[src/rtl/dmem_arbiter.sv]
// Round-robin arbiter sharing one single-port synchronous D_MEM between the CPU and host ports.
// Optional grant/conflict statistics are built when DMEM_ARB_STATS_EN is defined.
module dmem_arbiter #(
    parameter int DATA_W = 16,
    parameter int ADDR_W = 8,
    parameter int CNT_W  = 16
) (
    input  logic              i_clk,
    input  logic              i_rst,
    // CPU load/store port
    input  logic              i_cpu_req,
    input  logic              i_cpu_we,
    input  logic [ADDR_W-1:0] i_cpu_addr,
    input  logic [DATA_W-1:0] i_cpu_wdata,
    output logic [DATA_W-1:0] o_cpu_rdata,
    output logic              o_cpu_ack,
    // host/debug port
    input  logic              i_host_req,
    input  logic              i_host_we,
    input  logic [ADDR_W-1:0] i_host_addr,
    input  logic [DATA_W-1:0] i_host_wdata,
    output logic [DATA_W-1:0] o_host_rdata,
    output logic              o_host_ack,
`ifdef DMEM_ARB_STATS_EN
    input  logic              i_stats_clr,
    output logic [CNT_W-1:0]  o_cpu_grant_cnt,
    output logic [CNT_W-1:0]  o_host_grant_cnt,
    output logic [CNT_W-1:0]  o_conflict_cnt,
`endif
    // memory side
    output logic              o_mem_en,
    output logic              o_mem_we,
    output logic [ADDR_W-1:0] o_mem_addr,
    output logic [DATA_W-1:0] o_mem_wdata,
    input  logic [DATA_W-1:0] i_mem_rdata
);

    localparam logic SEL_CPU  = 1'b0;
    localparam logic SEL_HOST = 1'b1;

    typedef enum logic {
        ST_IDLE = 1'b0,
        ST_BUSY = 1'b1
    } state_t;

    state_t r_state;
    state_t w_state_nxt;
    logic   r_owner;
    logic   r_last;
    logic   w_winner;
    logic   w_issue;

    // On a tie the requester that did not win last time gets the slot.
    assign w_winner = (i_cpu_req && i_host_req) ? ~r_last : i_host_req;

    always_ff @(posedge i_clk or posedge i_rst) begin
        if (i_rst) begin
            r_state <= ST_IDLE;
            r_owner <= SEL_CPU;
            r_last  <= SEL_HOST;
        end else begin
            r_state <= w_state_nxt;
            if (w_issue) begin
                r_owner <= w_winner;
                r_last  <= w_winner;
            end
        end
    end

    always_comb begin
        w_state_nxt  = r_state;
        w_issue      = 1'b0;
        o_mem_en     = 1'b0;
        o_mem_we     = 1'b0;
        o_mem_addr   = '0;
        o_mem_wdata  = '0;
        o_cpu_ack    = 1'b0;
        o_host_ack   = 1'b0;
        o_cpu_rdata  = '0;
        o_host_rdata = '0;
        case (r_state)
            ST_IDLE: begin
                if (i_cpu_req || i_host_req) begin
                    w_issue     = 1'b1;
                    w_state_nxt = ST_BUSY;
                    o_mem_en    = 1'b1;
                    if (w_winner == SEL_HOST) begin
                        o_mem_we    = i_host_we;
                        o_mem_addr  = i_host_addr;
                        o_mem_wdata = i_host_wdata;
                    end else begin
                        o_mem_we    = i_cpu_we;
                        o_mem_addr  = i_cpu_addr;
                        o_mem_wdata = i_cpu_wdata;
                    end
                end
            end
            ST_BUSY: begin
                w_state_nxt = ST_IDLE;
                if (r_owner == SEL_HOST) begin
                    o_host_ack   = 1'b1;
                    o_host_rdata = i_mem_rdata;
                end else begin
                    o_cpu_ack    = 1'b1;
                    o_cpu_rdata  = i_mem_rdata;
                end
            end
            default: w_state_nxt = ST_IDLE;
        endcase
        // Reset must silence the combinational request path too, not just the state.
        if (i_rst) begin
            w_issue      = 1'b0;
            o_mem_en     = 1'b0;
            o_mem_we     = 1'b0;
            o_mem_addr   = '0;
            o_mem_wdata  = '0;
            o_cpu_ack    = 1'b0;
            o_host_ack   = 1'b0;
            o_cpu_rdata  = '0;
            o_host_rdata = '0;
        end
    end

`ifdef DMEM_ARB_STATS_EN
    logic [CNT_W-1:0] r_cpu_cnt;
    logic [CNT_W-1:0] r_host_cnt;
    logic [CNT_W-1:0] r_conf_cnt;
    logic             w_conflict;

    assign w_conflict = (r_state == ST_IDLE) && i_cpu_req && i_host_req;

    always_ff @(posedge i_clk or posedge i_rst) begin
        if (i_rst) begin
            r_cpu_cnt  <= '0;
            r_host_cnt <= '0;
            r_conf_cnt <= '0;
        end else if (i_stats_clr) begin
            r_cpu_cnt  <= '0;
            r_host_cnt <= '0;
            r_conf_cnt <= '0;
        end else begin
            if (w_issue && (w_winner == SEL_CPU) && (r_cpu_cnt != '1))
                r_cpu_cnt <= r_cpu_cnt + CNT_W'(1);
            if (w_issue && (w_winner == SEL_HOST) && (r_host_cnt != '1))
                r_host_cnt <= r_host_cnt + CNT_W'(1);
            if (w_conflict && (r_conf_cnt != '1))
                r_conf_cnt <= r_conf_cnt + CNT_W'(1);
        end
    end

    assign o_cpu_grant_cnt  = r_cpu_cnt;
    assign o_host_grant_cnt = r_host_cnt;
    assign o_conflict_cnt   = r_conf_cnt;
`endif

endmodule

[config.mk]
export PLATFORM = sky130hd
export DESIGN_NAME = dmem_arbiter
export DESIGN_NICKNAME = d
export VERILOG_FILES = /design/src/rtl/dmem_arbiter.sv
export SDC_FILE = /design/constraint.sdc
export NUM_CORES = 1
export LEC_CHECK = 0
export BUFFER_PORTS_ARGS = -buffer_cell sky130_fd_sc_hd__buf_4
export CAP_MARGIN = 20
export CORE_MARGIN = 4
export CORE_UTILIZATION = 30
export CTS_BUF_LIST = sky130_fd_sc_hd__clkbuf_4 sky130_fd_sc_hd__clkbuf_8
export DETAILED_ROUTE_END_ITERATION = 10
export PLACE_DENSITY = 0.95
export SYNTH_ARGS = -nofsm -noshare
export SYNTH_HDL_FRONTEND = slang
export SYNTH_SLANG_ARGS = --single-unit
[constraint.sdc]
create_clock -name i_clk -period 3.7 [get_ports i_clk]
set_input_delay 0.37 -clock i_clk [delete_from_list [all_inputs] [get_ports i_clk]]
set_output_delay 0.37 -clock i_clk [all_outputs]
set_load 0.005 [all_outputs]
==> insert_results.sql <==
INSERT INTO impl_metrics (metric_group, metric, value, unit) VALUES
('timing', 'finalCritPeriodShare', '63.70', '%'),
('power', 'gate_power_share', '66.2', '%'),
('setup_path', 'worstPathArrival', '1990', 'ps'),
('synthesis', 'sequential_to_total_area_share_from_yosys_stat', '10.10', '%'),
('synthesis', 'xor_xnor_share_of_the_synthesized_area', '0', '%'),
('synthesis', 'syn_nets', '202', ''),
('detailed_routing', 'viasPerCell', '4.766', ''),
('setup_path', 'timing.critical_path.max_delay_family', 'compound AO/OA/AOI/OAI gates', ''),
('timing', 'worstMarginPinSlew', '1102', 'ps'),
('timing', 'timing_hold_violations_final', '0', ''),
('setup_path', 'path_buf_inv', '1', ''),
('timing', 'final.min_clock_period', '2357', 'ps'),
('power', 'reg_power_share', '14.9', '%'),
('synthesis', 'synth_area_per_cell', '5.725', 'um2'),
('synthesis', 'post_synth_main_area_contributors', 'sky130_fd_sc_hd__and2_1 26%, sky130_fd_sc_hd__nand2_1 25%, sky130_fd_sc_hd__a21oi_1 17%, sky130_fd_sc_hd__dfrtp_1 6.6%, sky130_fd_sc_hd__mux2_4 4.0%', ''),
('synthesis', 'synth-compound-area-share', '19.37', '%'),
('synthesis', 'synth_top_family_by_area', 'simple AND/OR/NAND/NOR gates', ''),
('power', 'power_leakage', '0.9980', 'nW'),
('synthesis', 'synth_area_leader_cell', 'sky130_fd_sc_hd__and2_1', ''),
('worst_hold_path', 'holdCritPathClass', 'in2async', ''),
('setup_path', 'setup.reg_to_reg.worst_slack', '2010', 'ps'),
('clock_network', 'clock_latency', '230', 'ps'),
('power', 'total_net_switching_power', '117.2', 'uW'),
('floorplanning', 'die_outline_area', '0.003386', 'mm2'),
('timing', 'clock.fmax', '424.3', 'MHz'),
('setup_path', 'crit_fanout', '27', ''),
('floorplanning', 'height_of_the_die', '58.19', 'um'),
('finish', 'areaGrowthSynthToFinish', '126.8', '%'),
('timing', 'max_slew_margin', '26.09', '%'),
('setup_path', 'slowest_stage', 'sky130_fd_sc_hd__a21boi_2', ''),
('detailed_routing', 'routed_wl', '4114', 'um'),
('place', 'placed_cell_area', '0.001684', 'mm2'),
('floorplanning', 'fp.dieW', '58.19', 'um'),
('finish', 'final.fill_count', '191', ''),
('detailed_routing', 'wire_per_inst', '14.59', 'um'),
('clock_network', 'count_of_buffers_added_by_post_cts_timing_repair_for_setup', '0', ''),
('global_route', 'grt_max_degree', '29', ''),
('clock_network', 'clk_path_buf_depth', '2', ''),
('clock_network', 'worst_setup_hold_path_clk_slew', '30', 'ps'),
('global_route', 'antenna_found_initial', '0', ''),
('power', 'p_int', '220.9', 'uW'),
('synthesis', 'syn-cell-area', '755.7', 'um2'),
('power', 'fraction_of_power_spent_switching_nets', '34.68', '%'),
('clock_network', 'hold_buffers', '0', ''),
('finish', 'final_cells', '282', ''),
('finish', 'final_area', '0.001714', 'mm2'),
('timing', 'final.setup_skew', '1.790', 'ps'),
('power', 'cellPowerDensity', '197.2', 'mW/mm2'),
('detailed_routing', 'route.detailed.drc', '0', ''),
('floorplanning', 'number_of_top_level_pins', '130', ''),
('timing', 'rsz0062_at_grt', 'false', ''),
('clock_network', 'cts_tree', 'done', ''),
('synthesis', 'yosys_warnings', '0', ''),
('synthesis', 'synth_cell_types', '17', ''),
('clock_network', 'clock_tree.root_cell', 'sky130_fd_sc_hd__clkbuf_4', ''),
('timing', 'setup_total_negative_slack', '0', 'ps'),
('global_route', 'grt_remaining_overflow', '0', ''),
('synthesis', 'mux_share_of_post_synthesis_cell_area', '3.974', '%'),
('clock_network', 'post_cts_resized', '0', ''),
('synthesis', 'syn_inst', '132', ''),
('job', 'cap_violations', '0', ''),
('run_status', 'outcome', 'complete, no violations', ''),
('floorplanning', 'floorplan.rows', '17', ''),
('detailed_routing', 'drt_first_iter_violations', '81', ''),
('setup_path', 'critPathLaunchType', 'flop', ''),
('detailed_routing', 'firstDrtPassIters', '4', ''),
('setup_path', 'criticalPathCategory', 'reg2out', ''),
('finish', 'postLayoutCoreUtil', '74.62', '%'),
('global_route', 'globalRouteTotalUtil', '21.55', '%'),
('floorplanning', 'core', '0.002297', 'mm2'),
('place', 'detailedPlacementHpwl', '3363', 'um');
## stage by stage
stage	hold WS (ps)	power, mW	worst slack, ps
finish	31.14	0.3381	1343
global route	27.00	0.3649	1200
CTS	24.38	0.3410	1379
detailed placement	275.7	0.2742	1538
global placement	270.1	0.2696	1612
floorplan	128.2	0.1494	2048
## synth_stat cells
master / number
sky130_fd_sc_hd__nor2_1: 2
sky130_fd_sc_hd__buf_2: 5
sky130_fd_sc_hd__inv_1: 2
sky130_fd_sc_hd__clkbuf_8: 2
sky130_fd_sc_hd__dfstp_2: 1
sky130_fd_sc_hd__or3_1: 1
sky130_fd_sc_hd__dfrtp_1: 2
sky130_fd_sc_hd__a21boi_2: 1
sky130_fd_sc_hd__mux2_4: 2
sky130_fd_sc_hd__nor3b_2: 1
sky130_fd_sc_hd__a21oi_1: 25
sky130_fd_sc_hd__a21bo_2: 1
sky130_fd_sc_hd__clkbuf_1: 3
sky130_fd_sc_hd__and2_1: 32
sky130_fd_sc_hd__buf_6: 1
sky130_fd_sc_hd__nand2_1: 50
sky130_fd_sc_hd__and3_1: 1
## worst paths after layout
kind / cells past startpoint / endpoint / from
setup / recovery: 4 / o_mem_wdata[5] / r_last
hold / removal: 2 / r_owner / i_rst
setup reg to reg: 2 / r_owner / r_state
hold reg to reg: 1 / r_state / r_state
max in group asynchronous: 2 / r_last / i_rst
min in group i_clk: 3 / r_state / i_host_req
## cell families after synthesis
kind of cell    Yosys count
simple gates             87
compound gates           27
flops                     3
mux                       2
buf+inv                  13
## flip-flops by register name, summed over array words and instances (netlist names)
register  cells
r_last        1
r_state       1
r_owner       1
## cells in the final DEF (no fill, tap or decap)
master	synthesis	layout
sky130_fd_sc_hd__dfrtp_1	2	2
sky130_fd_sc_hd__or3_1	1	1
sky130_fd_sc_hd__nor3b_2	1	1
sky130_fd_sc_hd__clkbuf_4	0	4
sky130_fd_sc_hd__buf_4	0	129
sky130_fd_sc_hd__a21bo_2	1	1
sky130_fd_sc_hd__mux2_4	2	2
sky130_fd_sc_hd__nand2_1	50	50
sky130_fd_sc_hd__and3_1	1	1
sky130_fd_sc_hd__a21oi_1	25	25
sky130_fd_sc_hd__inv_1	2	2
sky130_fd_sc_hd__and2_1	32	32
sky130_fd_sc_hd__a21boi_2	1	1
sky130_fd_sc_hd__dfstp_2	1	1
sky130_fd_sc_hd__nor2_1	2	2
## layer usage
| layer | global-route usage, % | up-vias | share of wire (%) |
|---|---|---|---|
| li1 | - | 659 | - |
| met1 | 23.02 | 587 | 33 |
| met4 | 5.629 | 0 | 1.5 |
| met5 | 0 | - | 0 |
| met2 | 40.00 | 90 | 54 |
| met3 | 7.350 | 8 | 11 |
## area by class of cell
cell class | count | area [um2] | area share (%)
Inverter | 2 | 7.507 | 0.4380
Timing Repair Buffer | 129 | 968.4 | 56.50
Sequential cell | 3 | 76.32 | 4.453
Clock buffer | 4 | 30.03 | 1.752
Tap cell | 28 | 35.03 | 2.044
Multi-Input combinational cell | 116 | 596.8 | 34.82
## power groups by stage
stage,Clock (mW),Sequential (mW),Combinational (mW)
2_1_floorplan,0,0.0484,0.101
3_3_place_gp,0,0.0499,0.220
3_5_place_dp,0,0.0504,0.224
4_1_cts,0.0666,0.0501,0.224
5_1_grt,0.0711,0.0511,0.243
6_report,0.0639,0.0503,0.224
Power figures use the tool's default switching activity.
